`src/rtl/mem_lsu_pkg.sv`:
```
// Shared types for the MEM-stage load/store unit: FSM states, access size codes,
// the decoded memory control word and the alignment-fault helper.
package mem_lsu_pkg;

    typedef enum logic [1:0] {
        IDLE = 2'd0,
        REQ  = 2'd1,
        WAIT = 2'd2,
        DONE = 2'd3
    } lsu_state_t;

    localparam logic [1:0] SZ_B = 2'b00;
    localparam logic [1:0] SZ_H = 2'b01;
    localparam logic [1:0] SZ_W = 2'b10;

    typedef struct packed {
        logic       memRead;
        logic       memWrite;
        logic [1:0] size;
        logic       sign;
    } mem_ctrl_t;

    // Size code 11 is never a legal access, whatever the address.
    function automatic logic isFault(input logic [1:0] addrLow, input logic [1:0] size);
        case (size)
            SZ_B:    isFault = 1'b0;
            SZ_H:    isFault = addrLow[0];
            SZ_W:    isFault = (addrLow != 2'b00);
            default: isFault = 1'b1;
        endcase
    endfunction

endpackage

```
`src/rtl/mem_lsu_if.sv`:
```
// Word-wide request/grant/response bus between the LSU (master) and the
// data memory or peripheral fabric (slave).
interface mem_lsu_if;

    logic        busReq;
    logic        busWe;
    logic [31:0] busAddr;
    logic [31:0] busWdata;
    logic [3:0]  busBe;
    logic        busGnt;
    logic        busRvalid;
    logic [31:0] busRdata;

    modport master (
        output busReq, busWe, busAddr, busWdata, busBe,
        input  busGnt, busRvalid, busRdata
    );

    modport slave (
        input  busReq, busWe, busAddr, busWdata, busBe,
        output busGnt, busRvalid, busRdata
    );

endinterface

```
`src/rtl/mem_lsu_align.sv`:
```
// Combinational lane logic: byte enables and lane-replicated store data on the
// way out, lane extraction plus sign/zero extension of load data on the way back.
module mem_lsu_align
    import mem_lsu_pkg::*;
(
    input  logic [1:0]  i_addrLow,
    input  logic [1:0]  i_size,
    input  logic [31:0] i_writeData,
    output logic [3:0]  o_be,
    output logic [31:0] o_wdata,
    input  logic [1:0]  i_rdAddrLow,
    input  logic [1:0]  i_rdSize,
    input  logic        i_rdSign,
    input  logic [31:0] i_rdata,
    output logic [31:0] o_loadData
);

    logic [7:0]  w_byte;
    logic [15:0] w_half;

    always_comb begin
        o_be    = 4'b0000;
        o_wdata = i_writeData;
        case (i_size)
            SZ_B: begin
                o_be    = 4'b0001 << i_addrLow;
                o_wdata = {4{i_writeData[7:0]}};
            end
            SZ_H: begin
                o_be    = 4'b0011 << {i_addrLow[1], 1'b0};
                o_wdata = {2{i_writeData[15:0]}};
            end
            SZ_W: begin
                o_be    = 4'b1111;
                o_wdata = i_writeData;
            end
            default: ;
        endcase
    end

    // sign = 0 means sign-extend, so the lane MSB is masked only for zero-extension.
    always_comb begin
        w_byte     = i_rdata[{i_rdAddrLow, 3'b000} +: 8];
        w_half     = i_rdAddrLow[1] ? i_rdata[31:16] : i_rdata[15:0];
        o_loadData = i_rdata;
        case (i_rdSize)
            SZ_B:    o_loadData = {{24{w_byte[7] & ~i_rdSign}}, w_byte};
            SZ_H:    o_loadData = {{16{w_half[15] & ~i_rdSign}}, w_half};
            default: ;
        endcase
    end

endmodule

```
`src/rtl/mem_lsu.sv`:
```
// MEM-stage load/store initiator: alignment check, bus request/grant/response
// sequencing and pipeline stall. Define LSU_TIMEOUT_EN to enable the bus timeout.
module mem_lsu
    import mem_lsu_pkg::*;
#(
    parameter int TIMEOUT_CYCLES = 256
) (
    input  logic        i_clk,
    input  logic        i_reset,
    input  logic        i_valid,
    input  logic [31:0] i_addr,
    input  logic [31:0] i_writeData,
    input  mem_ctrl_t   i_ctrlMEM,
    output logic        o_stall,
    output logic [31:0] o_readData,
    output logic        o_rdValid,
    output logic        o_misaligned,
    output logic        o_busErr,
    mem_lsu_if.master   bus
);

    lsu_state_t  r_state;
    logic        r_busReq;
    logic        r_busWe;
    logic [31:0] r_busAddr;
    logic [31:0] r_busWdata;
    logic [3:0]  r_busBe;
    logic        r_isRead;
    logic [1:0]  r_size;
    logic        r_sign;
    logic [1:0]  r_addrLow;
    logic [31:0] r_readData;
    logic        r_rdValid;

    logic        w_access;
    logic        w_fault;
    logic        w_legal;
    logic [3:0]  w_be;
    logic [31:0] w_wdata;
    logic [31:0] w_loadData;

    assign w_access = i_valid & (i_ctrlMEM.memRead | i_ctrlMEM.memWrite);
    assign w_fault  = isFault(i_addr[1:0], i_ctrlMEM.size);
    assign w_legal  = w_access & ~w_fault;

    assign o_stall      = (r_state == REQ) || (r_state == WAIT) || ((r_state == IDLE) && w_legal);
    assign o_misaligned = (r_state == IDLE) && w_access && w_fault;

    mem_lsu_align u_align (
        .i_addrLow   (i_addr[1:0]),
        .i_size      (i_ctrlMEM.size),
        .i_writeData (i_writeData),
        .o_be        (w_be),
        .o_wdata     (w_wdata),
        .i_rdAddrLow (r_addrLow),
        .i_rdSize    (r_size),
        .i_rdSign    (r_sign),
        .i_rdata     (bus.busRdata),
        .o_loadData  (w_loadData)
    );

`ifdef LSU_TIMEOUT_EN
    localparam int CNT_W = $clog2(TIMEOUT_CYCLES + 1);
    logic [CNT_W-1:0] r_count;
    logic             r_busErr;
    logic             w_timeout;

    // Counter is zero outside REQ/WAIT, so it starts from zero on every new request.
    always_ff @(posedge i_clk) begin
        if (i_reset || !((r_state == REQ) || (r_state == WAIT)))
            r_count <= '0;
        else
            r_count <= r_count + 1'b1;
    end

    assign w_timeout = ((r_state == REQ) || (r_state == WAIT)) &&
                       (r_count == CNT_W'(TIMEOUT_CYCLES - 1));
    assign o_busErr  = r_busErr;
`else
    assign o_busErr = 1'b0;
`endif

    always_ff @(posedge i_clk) begin
        if (i_reset) begin
            r_state    <= IDLE;
            r_busReq   <= 1'b0;
            r_busWe    <= 1'b0;
            r_busAddr  <= '0;
            r_busWdata <= '0;
            r_busBe    <= 4'b0000;
            r_isRead   <= 1'b0;
            r_size     <= SZ_B;
            r_sign     <= 1'b0;
            r_addrLow  <= 2'b00;
            r_readData <= '0;
            r_rdValid  <= 1'b0;
`ifdef LSU_TIMEOUT_EN
            r_busErr   <= 1'b0;
`endif
        end else begin
            r_rdValid <= 1'b0;
`ifdef LSU_TIMEOUT_EN
            r_busErr  <= 1'b0;
            // A grant or response arriving on the last allowed cycle still completes normally.
            if (w_timeout && !(((r_state == REQ) && bus.busGnt) ||
                               ((r_state == WAIT) && bus.busRvalid))) begin
                r_state    <= DONE;
                r_busReq   <= 1'b0;
                r_busErr   <= 1'b1;
                r_readData <= '0;
            end else
`endif
            case (r_state)
                IDLE: begin
                    if (w_legal) begin
                        r_state    <= REQ;
                        r_busReq   <= 1'b1;
                        r_busWe    <= i_ctrlMEM.memWrite;
                        r_busAddr  <= {i_addr[31:2], 2'b00};
                        r_busWdata <= w_wdata;
                        r_busBe    <= w_be;
                        r_isRead   <= ~i_ctrlMEM.memWrite;
                        r_size     <= i_ctrlMEM.size;
                        r_sign     <= i_ctrlMEM.sign;
                        r_addrLow  <= i_addr[1:0];
                    end
                end
                REQ: begin
                    if (bus.busGnt) begin
                        r_busReq <= 1'b0;
                        r_state  <= r_isRead ? WAIT : DONE;
                    end
                end
                WAIT: begin
                    if (bus.busRvalid) begin
                        r_readData <= w_loadData;
                        r_rdValid  <= 1'b1;
                        r_state    <= DONE;
                    end
                end
                DONE: r_state <= IDLE;
                default: r_state <= IDLE;
            endcase
        end
    end

    assign bus.busReq   = r_busReq;
    assign bus.busWe    = r_busWe;
    assign bus.busAddr  = r_busAddr;
    assign bus.busWdata = r_busWdata;
    assign bus.busBe    = r_busBe;
    assign o_readData   = r_readData;
    assign o_rdValid    = r_rdValid;

endmodule

```
`src/flat_wrapper.sv`:
```
// flat-port wrapper written by rule: the top's interface ports become plain ports
module mem_lsu_flat import mem_lsu_pkg::*;
#(
    parameter int TIMEOUT_CYCLES = 256
)
  (i_clk, i_reset, i_valid, i_addr, i_writeData, i_ctrlMEM, o_stall, o_readData, o_rdValid, o_misaligned, o_busErr, bus_busReq, bus_busWe, bus_busAddr, bus_busWdata, bus_busBe, bus_busGnt, bus_busRvalid, bus_busRdata);
  mem_lsu_if bus_i ();
  input  logic i_clk;
  input  logic i_reset;
  input  logic i_valid;
  input  logic [31:0] i_addr;
  input  logic [31:0] i_writeData;
  input  mem_ctrl_t i_ctrlMEM;
  output logic o_stall;
  output logic [31:0] o_readData;
  output logic o_rdValid;
  output logic o_misaligned;
  output logic o_busErr;
  output wire logic [$bits(bus_i.busReq)-1:0] bus_busReq;
  output wire logic [$bits(bus_i.busWe)-1:0] bus_busWe;
  output wire logic [$bits(bus_i.busAddr)-1:0] bus_busAddr;
  output wire logic [$bits(bus_i.busWdata)-1:0] bus_busWdata;
  output wire logic [$bits(bus_i.busBe)-1:0] bus_busBe;
  input wire logic [$bits(bus_i.busGnt)-1:0] bus_busGnt;
  input wire logic [$bits(bus_i.busRvalid)-1:0] bus_busRvalid;
  input wire logic [$bits(bus_i.busRdata)-1:0] bus_busRdata;
  assign bus_busReq = bus_i.busReq;
  assign bus_busWe = bus_i.busWe;
  assign bus_busAddr = bus_i.busAddr;
  assign bus_busWdata = bus_i.busWdata;
  assign bus_busBe = bus_i.busBe;
  assign bus_i.busGnt = bus_busGnt;
  assign bus_i.busRvalid = bus_busRvalid;
  assign bus_i.busRdata = bus_busRdata;
  mem_lsu #(.TIMEOUT_CYCLES(TIMEOUT_CYCLES)) u_core (.i_clk(i_clk), .i_reset(i_reset), .i_valid(i_valid), .i_addr(i_addr), .i_writeData(i_writeData), .i_ctrlMEM(i_ctrlMEM), .o_stall(o_stall), .o_readData(o_readData), .o_rdValid(o_rdValid), .o_misaligned(o_misaligned), .o_busErr(o_busErr), .bus(bus_i));
endmodule
```
`config.mk`:
```
export PLATFORM = sky130hd
export DESIGN_NAME = mem_lsu_flat
export DESIGN_NICKNAME = d
export VERILOG_FILES = /design/src/rtl/mem_lsu_pkg.sv /design/src/rtl/mem_lsu_if.sv /design/src/rtl/mem_lsu_align.sv /design/src/rtl/mem_lsu.sv /design/src/flat_wrapper.sv
export SDC_FILE = /design/constraint.sdc
export NUM_CORES = 1
export LEC_CHECK = 0
export CORE_ASPECT_RATIO = 1.5
export CORE_MARGIN = 2
export CORE_UTILIZATION = 44
export CTS_CLUSTER_DIAMETER = 200
export DETAILED_ROUTE_END_ITERATION = 6
export HOLD_SLACK_MARGIN = 0.06
export PLACE_DENSITY = 0.81
export SETUP_SLACK_MARGIN = 0.3
export SKIP_CTS_REPAIR_TIMING = 1
export SYNTH_ARGS = -nofsm -noshare
export SYNTH_HDL_FRONTEND = slang
export SYNTH_HIERARCHICAL = 1
export SYNTH_SLANG_ARGS = --single-unit
```
`constraint.sdc`:
```
create_clock -name i_clk -period 1.78 [get_ports i_clk]
set_input_delay 0.178 -clock i_clk [delete_from_list [all_inputs] [get_ports i_clk]]
set_output_delay 0.178 -clock i_clk [all_outputs]
set_load 0.05 [all_outputs]
```
==> tab_implementation.tex, run 1 <==
\begin{tabular}{lr}
\hline
Metric & Value \\
\hline
\multicolumn{2}{l}{\textbf{Status}} \\
Outcome & finished clean \\
\multicolumn{2}{l}{\textbf{Floorplan}} \\
Total number of placement rows & 48 \\
Die area & about 13000 um2 \\
Area of the core region & between 10000 and 15000 um2 \\
Initial core utilization & 0.454 \\
Die outline width & slightly above 90 um \\
Top-level port count & around 210 \\
Die Span Y & $\sim$140 um \\
\multicolumn{2}{l}{\textbf{Pwr}} \\
Maximum vdd drop & about 1100 uV \\
Power density over the cells & 956 nW/um2 \\
Leakage power total & 4.77 nW \\
\multicolumn{2}{l}{\textbf{STA}} \\
Final critical-path setup slack & roughly 0.047 ns \\
Worst slew slack as a fraction of its limit & 0.625 \\
Final-report setup violation count & 0 \\
Transition time of the tightest slew-check pin & 0.561 ns \\
Final clock period utilization by the worst path & 0.974 \\
Final count of hold timing violations & 0 \\
F\_max & 577 MHz \\
Worst hold-check slack & between 0.2 and 0.3 ns \\
RSZ-0062 raised after global routing & yes \\
Pins over their slew limit & 0 \\
Crit path time final & 1.73 ns \\
Worst Skew & between 0.008 and 0.009 ns \\
\multicolumn{2}{l}{\textbf{Logic synthesis}} \\
List of most frequent post-synthesis cells & sky130\_fd\_sc\_hd\_\_nand2\_1, sky130\_fd\_sc\_hd\_\_a21oi\_1, sky130\_fd\_sc\_hd\_\_dfxtp\_1, sky130\_fd\_sc\_hd\_\_clkbuf\_1, sky130\_fd\_sc\_hd\_\_buf\_4 \\
YS warnings & 6 \\
EDFF count, synth & 0 \\
Post-synth ARST share & 0 \\
Number of flip-flops and latches in the synthesized netlist & 109 \\
Proportion of netlist area held by the largest area contributor & 0.415 \\
Most frequent cell after synthesis & sky130\_fd\_sc\_hd\_\_nand2\_1 \\
Biggest area contributors in the synthesized netlist & sky130\_fd\_sc\_hd\_\_dfxtp\_1, sky130\_fd\_sc\_hd\_\_nand2\_1, sky130\_fd\_sc\_hd\_\_a21oi\_1 \\
Post-synth top area cell & sky130\_fd\_sc\_hd\_\_dfxtp\_1 \\
Post-synthesis cell type count & 37 \\
Dominant register cell in the synthesized netlist & sky130\_fd\_sc\_hd\_\_dfxtp\_1 \\
Mean post-synth cell area & 7.65 um2 \\
Part of the Yosys area used for sequential elements & 0.415 \\
Number of cells produced by synthesis & $\sim$700 \\
Mapped cell area & approximately 5300 um2 \\
\multicolumn{2}{l}{\textbf{Worst setup path}} \\
Crit-path max cell delay & approximately 0.37 ns \\
Slack of the worst reg-to-reg path & 0.10 ns \\
Endpoint required time on the critical path & roughly 1.6 ns \\
Critical path peak fanout & 6 \\
CP arrival & between 1.5 and 2 ns \\
Critical path start-end classification & reg -> out \\
CP max-delay cell & sky130\_fd\_sc\_hd\_\_dfxtp\_2 \\
Kind of launch point of the worst setup path & flip-flop \\
Setup crit end kind & primary output \\
Cell-by-cell listing of the critical path & inv\_2, ha\_4, o211ai\_4, o21bai\_4, buf\_12, nand2b\_2, buf\_8 \\
\multicolumn{2}{l}{\textbf{Routing}} \\
DRT Pass-1 Iters & 5 \\
Residual DRC & 0 \\
Met2 wire len & $\sim$9.2 mm \\
1st-iter DRT viols & approximately 290 \\
Met3 WL & about 1.5 mm \\
Post-DRT Antenna Nets & 0 \\
Routed WL per cell & $\sim$17 um \\
Vias & between 5000 and 6000 \\
Vias/cell & approximately 5.3 \\
Post-route met1 wirelength & around 6.7 mm \\
Top Metal Used & met4 \\
Post-Route WL & approximately 18 mm \\
\multicolumn{2}{l}{\textbf{Final layout}} \\
Non-filler instance count after layout & $\sim$1100 \\
Number of nets in the layout & a little over 1000 \\
Antenna diode instance count & 0 \\
Cell area after layout & between 8000 and 9000 um2 \\
Synthesis-to-finish area growth & 66.0\% \\
Layout cells sized above 1 & 0.224 \\
\multicolumn{2}{l}{\textbf{Placement}} \\
Minimum setup slack after placement & -0.0634 ns \\
Placed cell count & $\sim$1000 \\
Detail Placement HPWL & 11.1 mm \\
Global placer's final weighted congestion & 0.947 \\
Count of port buffers added during placement & 208 \\
Area after DPL & approximately 7500 um2 \\
\multicolumn{2}{l}{\textbf{Global routing}} \\
Aggregate global-route resource usage & 0.235 \\
Wire length of the first global-routing pass & around 24 mm \\
Number of antenna violations at the first check in global routing & 0 \\
Remaining Overflow, GRT & 0 \\
Via count of the first global-routing pass & 4969 \\
Pin count of the biggest net entering global routing & roughly 40 \\
\multicolumn{2}{l}{\textbf{Clocking}} \\
Cell chosen for the clock root & sky130\_fd\_sc\_hd\_\_clkbuf\_16 \\
Clock Pin Slew Worst Setup and Hold Paths & about 0.070 ns \\
Clk sink count & 109 \\
H-tree depth reported by CTS & 3 \\
Clock insertion delay at the later pin of the skew report & about 0.34 ns \\
Clock Tree Buf Depth & 2 \\
Cts bufs inserted & 9 \\
Clock tree from TritonCTS & done \\
\multicolumn{2}{l}{\textbf{Flow run}} \\
Max-cap violations & 0 \\
\multicolumn{2}{l}{\textbf{Min path}} \\
Type of the worst min-delay path & in -> reg \\
\hline
\end{tabular}
## worst max-delay path, delay by kind of cell (launching register included)
family | cells | cell delay (ns)
flops | 1 | 0.37
buf+inv | 3 | 0.35
compound gates | 2 | 0.26
fa+ha+maj | 1 | 0.16
simple gates | 1 | 0.06
## final timing paths
| path | from | to | cells past startpoint |
|---|---|---|---|
| max | u_core/r_state[1] | o_stall | 7 |
| min reg2reg | u_core/bus.busAddr[13] | u_core/bus.busAddr[13] | 2 |
| min | i_reset | u_core/bus.busAddr[5] | 2 |
| max reg2reg | u_core/r_state[1] | u_core/bus.busAddr[8] | 9 |
## where the power goes
part           internal, mW  switching [mW]
Sequential             2.66           0.123
Clock                  1.13           0.885
Combinational          1.56            2.00
## sequential cells by signal, indices dropped and copies added (netlist names)
signal               flops
u_core/bus.busBe         4
u_core/r_addrLow         2
u_core/bus.busAddr      30
u_core/r_sign            1
u_core/r_size            2
u_core/bus.busReq        1
u_core/bus.busWe         1
u_core/r_state           2
u_core/o_readData       32
u_core/r_isRead          1
u_core/bus.busWdata     32
u_core/o_rdValid         1
## layer usage
layer | GRT usage | vias to the layer above
met5 | 0 | -
met4 | 0.120 | 0
met3 | 0.0571 | 55
met2 | 0.405 | 286
met1 | 0.268 | 2614
li1 | - | 2695
## final cells by class
| class | count | area [um2] |
|---|---|---|
| fill | 830 | 2860 |
| multi-input combinational | 512 | 2960 |
| timing repair buffer | 271 | 3080 |
| clock inverter | 3 | 46.3 |
| inverter | 5 | 21.3 |
| sequential | 109 | 2190 |
| clock buffer | 12 | 246 |
| tap | 150 | 188 |
## through the flow
step,power (mW),setup TNS (ns),util
2_1_floorplan,4.76,0,-
3_3_place_gp,5.69,-0.0572,0.647
3_5_place_dp,5.72,-0.739,0.647
4_1_cts,7.73,-0.176,0.672
5_1_grt,8.68,-0.00298,0.753
6_report,8.35,0,0.753
## placed cells by master (no fill, tap or decap), types with 11 or more instances in the layout
cell	netlist	final
sky130_fd_sc_hd__a21oi_1	113	78
sky130_fd_sc_hd__buf_12	0	11
sky130_fd_sc_hd__buf_4	19	45
sky130_fd_sc_hd__clkdlybuf4s50_1	0	102
sky130_fd_sc_hd__a21oi_2	18	52
sky130_fd_sc_hd__dlymetal6s2s_1	0	95
sky130_fd_sc_hd__o21ai_0	17	16
sky130_fd_sc_hd__clkbuf_16	0	16
sky130_fd_sc_hd__mux2_2	18	16
sky130_fd_sc_hd__dfxtp_1	109	105
sky130_fd_sc_hd__nand2_2	0	15
sky130_fd_sc_hd__nand2_1	270	255
## logic make-up (layout without fill, tap and decap cells)
family,count (synthesis),count (layout),share of synthesized area
simple gates,301,302,0.229
compound gates,174,174,0.202
flops,109,109,0.415
buf+inv,70,291,0.0837
mux,29,29,0.0604
fa+ha+maj,4,4,0.00951
other cells,1,3,0.000713
Power figures use the tool's default switching activity.
==> run 2: changes to the inputs <==
- RECOVER_POWER: unset -> 25
- SKIP_LAST_GASP: unset -> 1
==> tab_implementation.tex, run 2 (synthesis gave the netlist of run 1 again) <==
\begin{tabular}{lr}
\hline
Metric & Value \\
\hline
\multicolumn{2}{l}{\textbf{Worst setup path}} \\
Setup crit end kind & primary output \\
Kind of launch point of the worst setup path & flip-flop \\
Slack of the worst reg-to-reg path & 0.10 ns \\
Reg-to-reg critical path startpoint & u\_core/r\_state[1] \\
R2r worst-path depth & 9 \\
Critical path peak fanout & 6 \\
Worst R2R End & u\_core/bus.busAddr[8] \\
Critical path start-end classification & reg -> out \\
CP arrival & approximately 1.6 ns \\
Endpoint required time on the critical path & 1.60 ns \\
\multicolumn{2}{l}{\textbf{Floorplan}} \\
Area of the core region & $\sim$12000 um2 \\
Die area & approximately 13000 um2 \\
Die outline width & between 90 and 100 um \\
Die Span Y & about 140 um \\
Initial core utilization & 0.454 \\
Top-level port count & 212 \\
Total number of placement rows & between 40 and 50 \\
\multicolumn{2}{l}{\textbf{Global routing}} \\
Wire length of the first global-routing pass & between 20 and 25 mm \\
Aggregate global-route resource usage & 0.235 \\
Number of antenna violations at the first check in global routing & 0 \\
Remaining Overflow, GRT & 0 \\
Via count of the first global-routing pass & roughly 5000 \\
Pin count of the biggest net entering global routing & 41 \\
\multicolumn{2}{l}{\textbf{Min path}} \\
Number of instances on the worst hold path & 2 \\
Destination of the worst hold path & u\_core/bus.busAddr[5] \\
Hold Startpoint & i\_reset \\
Type of the worst min-delay path & in -> reg \\
\multicolumn{2}{l}{\textbf{Final layout}} \\
Top library cells by usage in the layout, fill and taps aside & sky130\_fd\_sc\_hd\_\_nand2\_1, sky130\_fd\_sc\_hd\_\_dfxtp\_1, sky130\_fd\_sc\_hd\_\_clkdlybuf4s50\_1, sky130\_fd\_sc\_hd\_\_a21oi\_1, sky130\_fd\_sc\_hd\_\_clkbuf\_1 \\
Number of nets in the layout & just over 1000 \\
Antenna diode instance count & 0 \\
Register area & $\sim$2200 um2 \\
Area of the multi-input gates & $\sim$3000 um2 \\
Synthesis-to-finish area growth & 58.1\% \\
Cell area after layout & roughly 8300 um2 \\
Layout cells sized above 1 & 0.215 \\
Fill count & a little over 900 \\
Leading cell type in the layout, fill and taps excluded & sky130\_fd\_sc\_hd\_\_nand2\_1 \\
\multicolumn{2}{l}{\textbf{Pwr}} \\
Overall power of the completed layout & 8.25 mW \\
Leakage power total & 3.84 nW \\
Maximum vdd drop & between 1000 and 1500 uV \\
Power density over the cells & between 900 and 1000 nW/um2 \\
\multicolumn{2}{l}{\textbf{STA}} \\
Final count of hold timing violations & 0 \\
Total negative slack for setup checks & 0 ns \\
Final clock period utilization by the worst path & 0.975 \\
Pins over their slew limit & 0 \\
Crit path time final & 1.73 ns \\
Worst slew slack as a fraction of its limit & 0.566 \\
Transition time of the tightest slew-check pin & roughly 0.65 ns \\
Worst hold-check slack & 0.270 ns \\
Worst Skew & around 0.0074 ns \\
F\_max & just under 600 MHz \\
RSZ-0062 raised after global routing & yes \\
Final-report setup violation count & 0 \\
\multicolumn{2}{l}{\textbf{Clocking}} \\
Clk sink count & about 110 \\
Clock Pin Slew Worst Setup and Hold Paths & 0.07 ns \\
Clock Tree Buf Depth & 2 \\
H-tree depth reported by CTS & 3 \\
Clock tree from TritonCTS & done \\
Clock insertion delay at the later pin of the skew report & 0.34 ns \\
Cell chosen for the clock root & sky130\_fd\_sc\_hd\_\_clkbuf\_16 \\
Cts bufs inserted & 9 \\
\multicolumn{2}{l}{\textbf{Routing}} \\
Post-DRT Antenna Nets & 0 \\
Residual DRC & 0 \\
1st-iter DRT viols & 274 \\
Post-Route WL & $\sim$18 mm \\
Vias/cell & 5.29 \\
Routed WL per cell & $\sim$17 um \\
Vias & $\sim$5600 \\
DRT Pass-1 Iters & 5 \\
\multicolumn{2}{l}{\textbf{Flow run}} \\
Max-cap violations & 0 \\
\multicolumn{2}{l}{\textbf{Placement}} \\
Global placer's final weighted congestion & 0.947 \\
Area after DPL & 7500 um2 \\
Count of port buffers added during placement & 208 \\
Detail Placement HPWL & between 10 and 15 mm \\
\multicolumn{2}{l}{\textbf{Status}} \\
Outcome & finished clean \\
\hline
\end{tabular}
[run 2: how the worst max path moves through the flow]
stage	from	cells past startpoint	endpoint
floorplan	u_core/r_addrLow[1]	9	u_core/o_readData[31]
global placement	i_ctrlMEM[1]	5	u_core/r_state[0]
detailed placement	i_ctrlMEM[1]	5	u_core/r_state[0]
CTS	u_core/r_state[1]	7	o_stall
global route	u_core/r_state[1]	7	o_stall
finish	u_core/r_state[1]	7	o_stall
[run 2: cell type report]
cell class | instances | share of cell area
sequential | 109 | 0.263
clock inverter | 3 | 0.00557
timing repair buffer | 271 | 0.321
clock buffer | 12 | 0.0296
tap | 150 | 0.0226
inverter | 5 | 0.00256
multi-input combinational | 512 | 0.356
[run 2: worst max-delay path: stages, from the launching register on]
cell,delay (ns)
sky130_fd_sc_hd__dfxtp_2,0.37
sky130_fd_sc_hd__inv_2,0.06
sky130_fd_sc_hd__ha_4,0.16
sky130_fd_sc_hd__o211ai_4,0.08
sky130_fd_sc_hd__o21bai_4,0.18
sky130_fd_sc_hd__buf_12,0.14
sky130_fd_sc_hd__nand2b_2,0.06
sky130_fd_sc_hd__buf_8,0.15
[run 2: through the flow]
step           setup WS [ns]  std cells   util
6_report              0.0452       1062  0.718
5_1_grt             -0.00298       1062  0.718
4_1_cts               -0.176       1030  0.672
3_5_place_dp         -0.0634       1015  0.647
3_3_place_gp         -0.0500       1015  0.647
2_1_floorplan          0.199        690      -
[run 2: power breakdown]
group	internal, mW	switching (mW)
Sequential	2.66	0.126
Clock	1.13	0.885
Combinational	1.46	2.00
[run 2: layer usage]
metal,share of wire,track usage,wire length [um]
met1,0.38,0.268,6800
met4,0.042,0.120,756
met5,0,0,0
met2,0.50,0.405,9100
met3,0.079,0.0571,1420
